--- config.mk ---
export PLATFORM = sky130hd
export DESIGN_NAME = cordic_angle_reducer
export DESIGN_NICKNAME = d
export VERILOG_FILES = /design/src/rtl/cordic_angle_reducer.sv
export SDC_FILE = /design/constraint.sdc
export NUM_CORES = 1
export LEC_CHECK = 0
export BUFFER_PORTS_ARGS = -buffer_cell sky130_fd_sc_hd__buf_2
export CORE_MARGIN = 4
export CORE_UTILIZATION = 35
export DETAILED_ROUTE_END_ITERATION = 10
export PLACE_DENSITY = 0.51
export SLEW_MARGIN = 15
export SYNTH_ARGS = -nofsm -noshare
export SYNTH_HDL_FRONTEND = slang
export SYNTH_SLANG_ARGS = --single-unit
--- constraint.sdc ---
create_clock -name clk -period 5 [get_ports clk]
set_input_delay 0.25 -clock clk [delete_from_list [all_inputs] [get_ports clk]]
set_output_delay 0.25 -clock clk [all_outputs]
set_load 0.02 [all_outputs]
--- src/rtl/cordic_angle_reducer.sv ---
// cordic_angle_reducer
//   Folds a raw Q3.29 angle in [0, 8.0) rad into the first quadrant for a
//   CORDIC sequencer. It reports the quadrant of the original angle and the
//   angle offset back into [0, pi/2).
//   Fixed 4-cycle latency from the start edge to ready_reduce.
//   Sequence: IDLE -> LOAD -> WRAP -> CLASS -> SUB -> DONE -> IDLE.
//
//   Build option ANGLE_REDUCER_WRAP_EN:
//     defined   : angles >= 2*pi are wrapped by a single subtraction of 2*pi.
//     undefined : angles >= 2*pi are flagged on range_err and left unwrapped.
//   Latency is the same in both builds.
module cordic_angle_reducer (
  input  logic        clk,
  input  logic        reset,
  input  logic        beg_reduce,
  input  logic [31:0] angle_in,
  input  logic        ack_reduce,
  output logic [31:0] angle_out,
  output logic [1:0]  shift_region_flag,
  output logic        ready_reduce,
  output logic        range_err
);

  // Quadrant boundaries in Q3.29 radians.
  localparam logic [31:0] PI_2   = 32'h3243F6A9;
  localparam logic [31:0] PI     = 32'h6487ED51;
  localparam logic [31:0] PI3_2  = 32'h96CBE3FA;
  localparam logic [31:0] TWO_PI = 32'hC90FDAA2;

  typedef enum logic [2:0] {
    IDLE  = 3'd0,
    LOAD  = 3'd1,
    WRAP  = 3'd2,
    CLASS = 3'd3,
    SUB   = 3'd4,
    DONE  = 3'd5
  } state_t;

  state_t      state, state_nxt;
  logic [31:0] a;          // working angle, captured at start
  logic [1:0]  quad_c;     // quadrant of the working angle
  logic [31:0] off_c;      // quadrant base selected by the registered flag
  logic        over_c;     // working angle at or beyond one full turn

  // State register; reset aborts any operation in flight.
  always_ff @(posedge clk or posedge reset) begin
    if (reset) state <= IDLE;
    else       state <= state_nxt;
  end

  // Next-state decode. LOAD, WRAP, CLASS and SUB each take exactly one
  // cycle, so the latency does not depend on the data.
  always_comb begin
    state_nxt = IDLE;
    case (state)
      IDLE:    state_nxt = beg_reduce ? LOAD : IDLE;
      LOAD:    state_nxt = WRAP;
      WRAP:    state_nxt = CLASS;
      CLASS:   state_nxt = SUB;
      SUB:     state_nxt = DONE;
      // ack returns to IDLE. A simultaneous beg_reduce is not seen here; it is
      // only sampled in IDLE, so no new operation starts on the same edge.
      DONE:    state_nxt = ack_reduce ? IDLE : DONE;
      default: state_nxt = IDLE;
    endcase
  end

  // Quadrant classification and offset selection. An angle exactly on a
  // boundary belongs to the higher quadrant.
  always_comb begin
    over_c = (a >= TWO_PI);
    quad_c = 2'b11;
    if      (a < PI_2)  quad_c = 2'b00;
    else if (a < PI)    quad_c = 2'b01;
    else if (a < PI3_2) quad_c = 2'b10;
    case (shift_region_flag)
      2'b00:   off_c = 32'h0000_0000;
      2'b01:   off_c = PI_2;
      2'b10:   off_c = PI;
      default: off_c = PI3_2;
    endcase
  end

  // Datapath. Each register updates only in its own state and holds its
  // value in every other state.
  always_ff @(posedge clk or posedge reset) begin
    if (reset) begin
      a                 <= '0;
      angle_out         <= '0;
      shift_region_flag <= 2'b00;
      range_err         <= 1'b0;
    end else begin
      case (state)
        IDLE: begin
          if (beg_reduce) begin
            a         <= angle_in;
            range_err <= 1'b0;
          end
        end
        WRAP: begin
          if (over_c) begin
`ifdef ANGLE_REDUCER_WRAP_EN
            // The input is below 8.0 < 4*pi, so one subtraction is enough.
            a <= a - TWO_PI;
`else
            range_err <= 1'b1;
`endif
          end
        end
        CLASS: shift_region_flag <= quad_c;
        // Subtracting the quadrant base cannot underflow, because the
        // flag was derived from this same value of a.
        SUB:   angle_out <= a - off_c;
        default: ;
      endcase
    end
  end

  // Result-valid strobe, decoded from the state alone.
  assign ready_reduce = (state == DONE);

endmodule
==> summary.md <==
| Metric | Value |
|---|---|
| Num rows | `between 40 and 50` |
| Relative max-transition margin | `33.91%` |
| PostCTS Resize Cnt | `0` |
| Crit path cell chain | `inv_1, ha_1, ha_1, inv_1, fa_1, o21a_1, a2111oi_4, o21ai_1, a41oi_2, a31oi_2, a41oi_2, xor2_1, o21ai_1` |
| Detail Placement HPWL | `10030 microns` |
| Ys flop type | `dfrtp_1` |
| Top-level port count | `between 70 and 80` |
| Element type at the critical path end | `flop` |
| Placed Instances | `780` |
| Largest net degree at the start of global routing | `71` |
| Critical Path AT | `3.69 ns` |
| Share of layout cells above drive strength 1 | `23.21%` |
| Worst path required time | `5.21 ns` |
| Global-route wire length before repair | `22100 microns` |
| Critical Path Stages | `13` |
| Min-Delay Path Depth | `2` |
| Total track usage | `16.93%` |
| Congestion Overflow GR | `0` |
| Clk sinks | `70` |
| Post-synth EDFFs | `0` |
| Worst R2R Path Depth | `13` |
| Wire per inst | `16.93 microns` |
| Final Skew | `0.006666 ns` |
| Pre-CTS WS | `1.545 ns` |
| Max-Cap Viols | `0` |
| Register area share after synthesis | `a little over a third` |
| Net count reported at finish | `670` |
| Final Hold Viols | `0` |
| Vias | `4384` |
| Final Cycle Share | `roughly 70%` |
| Async S/R FF share, synth | `100.0%` |
| Worst Path Class, Setup | `reg -> reg` |
| Routed WL | `about 13000 microns` |
| Post-route insts no fill | `796` |
| Ys Warns | `0` |
| CP Buf/Inv Count | `2` |
| Unique masters post-synth | `78` |
| Inserted Clock Buffers | `9` |
| Clk root buf | `clkbuf_16` |
| Final min period | `3.481 ns` |
| DRC viols | `0` |
| Starting Density | `35.95%` |
| Die Ht | `between 100 and 150 microns` |
| Remaining antenna violation count | `0` |
| CP delay by family, top | `compound AO/OA/AOI/OAI gates` |
| Placer Congestion | `slightly below 0.9` |
| Vias per Instance | `about 5.5` |
| Mapped Nets | `626` |
| ANT cells | `0` |
| RSZ-0062 raised after global routing | `no` |
| CP max FO | `10` |
| TritonCTS clock tree | `done` |
| Total core area | `0.01399 sq mm` |
| Setup TNS | `0 ns` |
| Startpoint types | `flop` |
| Worst skew pair latency | `0.34 ns` |
| Post-Syn Area per Cell | `around 9 sq um` |
| Clk buf depth | `2` |
| Die X | `127.9 microns` |
| Initial antenna violation count | `0` |
| Syn-to-layout area delta | `14.66%` |
| TritonRoute pass-1 iters | `5` |
| Outcome | `completed` |
| Netlist Area Pre-Place | `roughly 0.005 sq mm` |
| Syn Inst Count | `567` |
| H-tree Lvls | `3` |
| Worst setup margin | `1.519 ns` |
| Fmax | `approximately 290 MHz` |
| Vias in the first global route | `4275` |
| Die area | `0.01635 sq mm` |
| DR iter-0 viols | `255` |
| Clock-pin slew on the worst setup and hold paths | `0.06 ns` |
| Synth Register Bits | `70` |
| Postcts setup bufs | `0` |
| Worst slew pin tran | `0.9890 ns` |
| Final setup viols | `0` |
| Critical Path Max Stage Delay | `0.42 ns` |
| Buffers added on ports | `71` |
| Hold bufs inserted after CTS | `0` |
| Critical path's slowest cell | `dfrtp_1` |
| Hold Crit Class | `in -> reg` |
| Final-report max-slew violation count | `0` |
==> layout make-up <==
cell class	count	area, sq um
fillers	1418	8223
multi-input cells	437	3039
flip-flops and latches	70	1752
repair buffers	73	370.4
clock buffers	12	256.5
well taps	180	225.2
inverters	20	77.57
clock inverters	4	45.04
==> path summary, 6_finish.rpt <==
path	from	end	slack (ns)
min in group asynchronous	reset	a[20]$_DFFE_PP0P_	0.18
setup reg to reg	shift_region_flag[0]$_DFFE_PP0N_	angle_out[28]$_DFFE_PP0P_	1.52
hold reg to reg	angle_out[1]$_DFFE_PP0P_	angle_out[1]$_DFFE_PP0P_	0.47
max in group asynchronous	reset	a[9]$_DFFE_PP0P_	4.23
hold / removal	ack_reduce	state[0]$_DFF_PP0_	0.12
setup / recovery	shift_region_flag[0]$_DFFE_PP0N_	angle_out[28]$_DFFE_PP0P_	1.52
==> Yosys cell counts, types with 3 or more instances <==
cell	number	area share, %
a211o_1	3	0.52
a211oi_1	4	0.60
a211oi_2	3	0.75
a21o_1	9	1.3
a21oi_1	20	2.0
a221oi_1	3	0.52
a31o_2	4	0.70
a31oi_1	11	1.4
and3_1	7	0.87
clkbuf_1	35	2.6
dfrtp_1	70	35
ha_1	22	5.5
inv_1	19	1.4
maj3_1	4	0.80
mux2_2	27	6.0
nand2_1	61	4.6
nand2b_1	9	1.1
nand3_1	13	1.3
nand4_1	7	0.87
nand4b_1	3	0.52
nor2_1	34	2.5
nor2b_1	5	0.62
nor3_1	13	1.3
nor3b_1	3	0.45
nor4_1	4	0.50
o211ai_1	4	0.60
o21a_1	6	0.90
o21ai_0	54	5.4
o21ai_1	7	0.70
o21bai_1	5	0.75
o31a_1	3	0.52
o31ai_1	3	0.45
xnor2_1	18	3.1
xor2_1	15	2.6
==> metal layers <==
metal | global-route usage [%] | wire length (microns)
met3 | 3.792 | 583
met1 | 23.98 | 6654
met5 | 0 | 0
met4 | 4.370 | 154
met2 | 26.19 | 6087
==> worst reg2reg max path: cells and delay by family (launching register included) <==
kind / cells / cell delay, ns
flops: 1 / 0.42
xor+xnor: 1 / 0.16
buf+inv: 2 / 0.27
fa+ha+maj: 3 / 0.92
compound gates: 7 / 1.57
==> logic make-up (layout without fill, tap and decap cells) <==
group                      after synthesis  in the layout  synth area share, %
AOI/OAI and AO/OA                      171            171                23.84
buffers and inverters                   60            109                4.877
adders and majority gates               28             28                6.892
xor gates and xnor gates                34             34                6.071
muxes                                   28             28                6.245
and+or+nand+nor                        176            176                17.24
DFF                                     70             70                34.83
==> stage by stage <==
step / instance area, sq um / utilization, % / hold WS [ns]
floorplan: 5029 / - / 0.3512
global placement: 5464 / 39.06 / 0.4550
detailed placement: 5464 / 39.06 / 0.4607
CTS: 5766 / 41.22 / 0.1015
global route: 5766 / 41.22 / 0.1282
finish: 5766 / 41.22 / 0.1181
==> registers in the layout, summed over array words and instances, names as in the netlist <==
signal             count
a                     32
shift_region_flag      2
angle_out             32
state                  3
range_err              1
==> placed cells by master, fill, tap and decap left out, types with 9 or more instances in the layout <==
cell type  instances
a21o_1             9
a21oi_1           20
a31oi_1           11
buf_2             71
clkbuf_16          9
dfrtp_1           70
ha_1              22
inv_1             18
mux2_2            27
nand2_1           61
nand2b_1           9
nand3_1           13
nor2_1            33
nor3_1            13
o21ai_0           54
xnor2_1           18
xor2_1            15
Power is not shown: default switching activity piles up to over one toggle a cycle in this logic, so the estimate is an artifact.
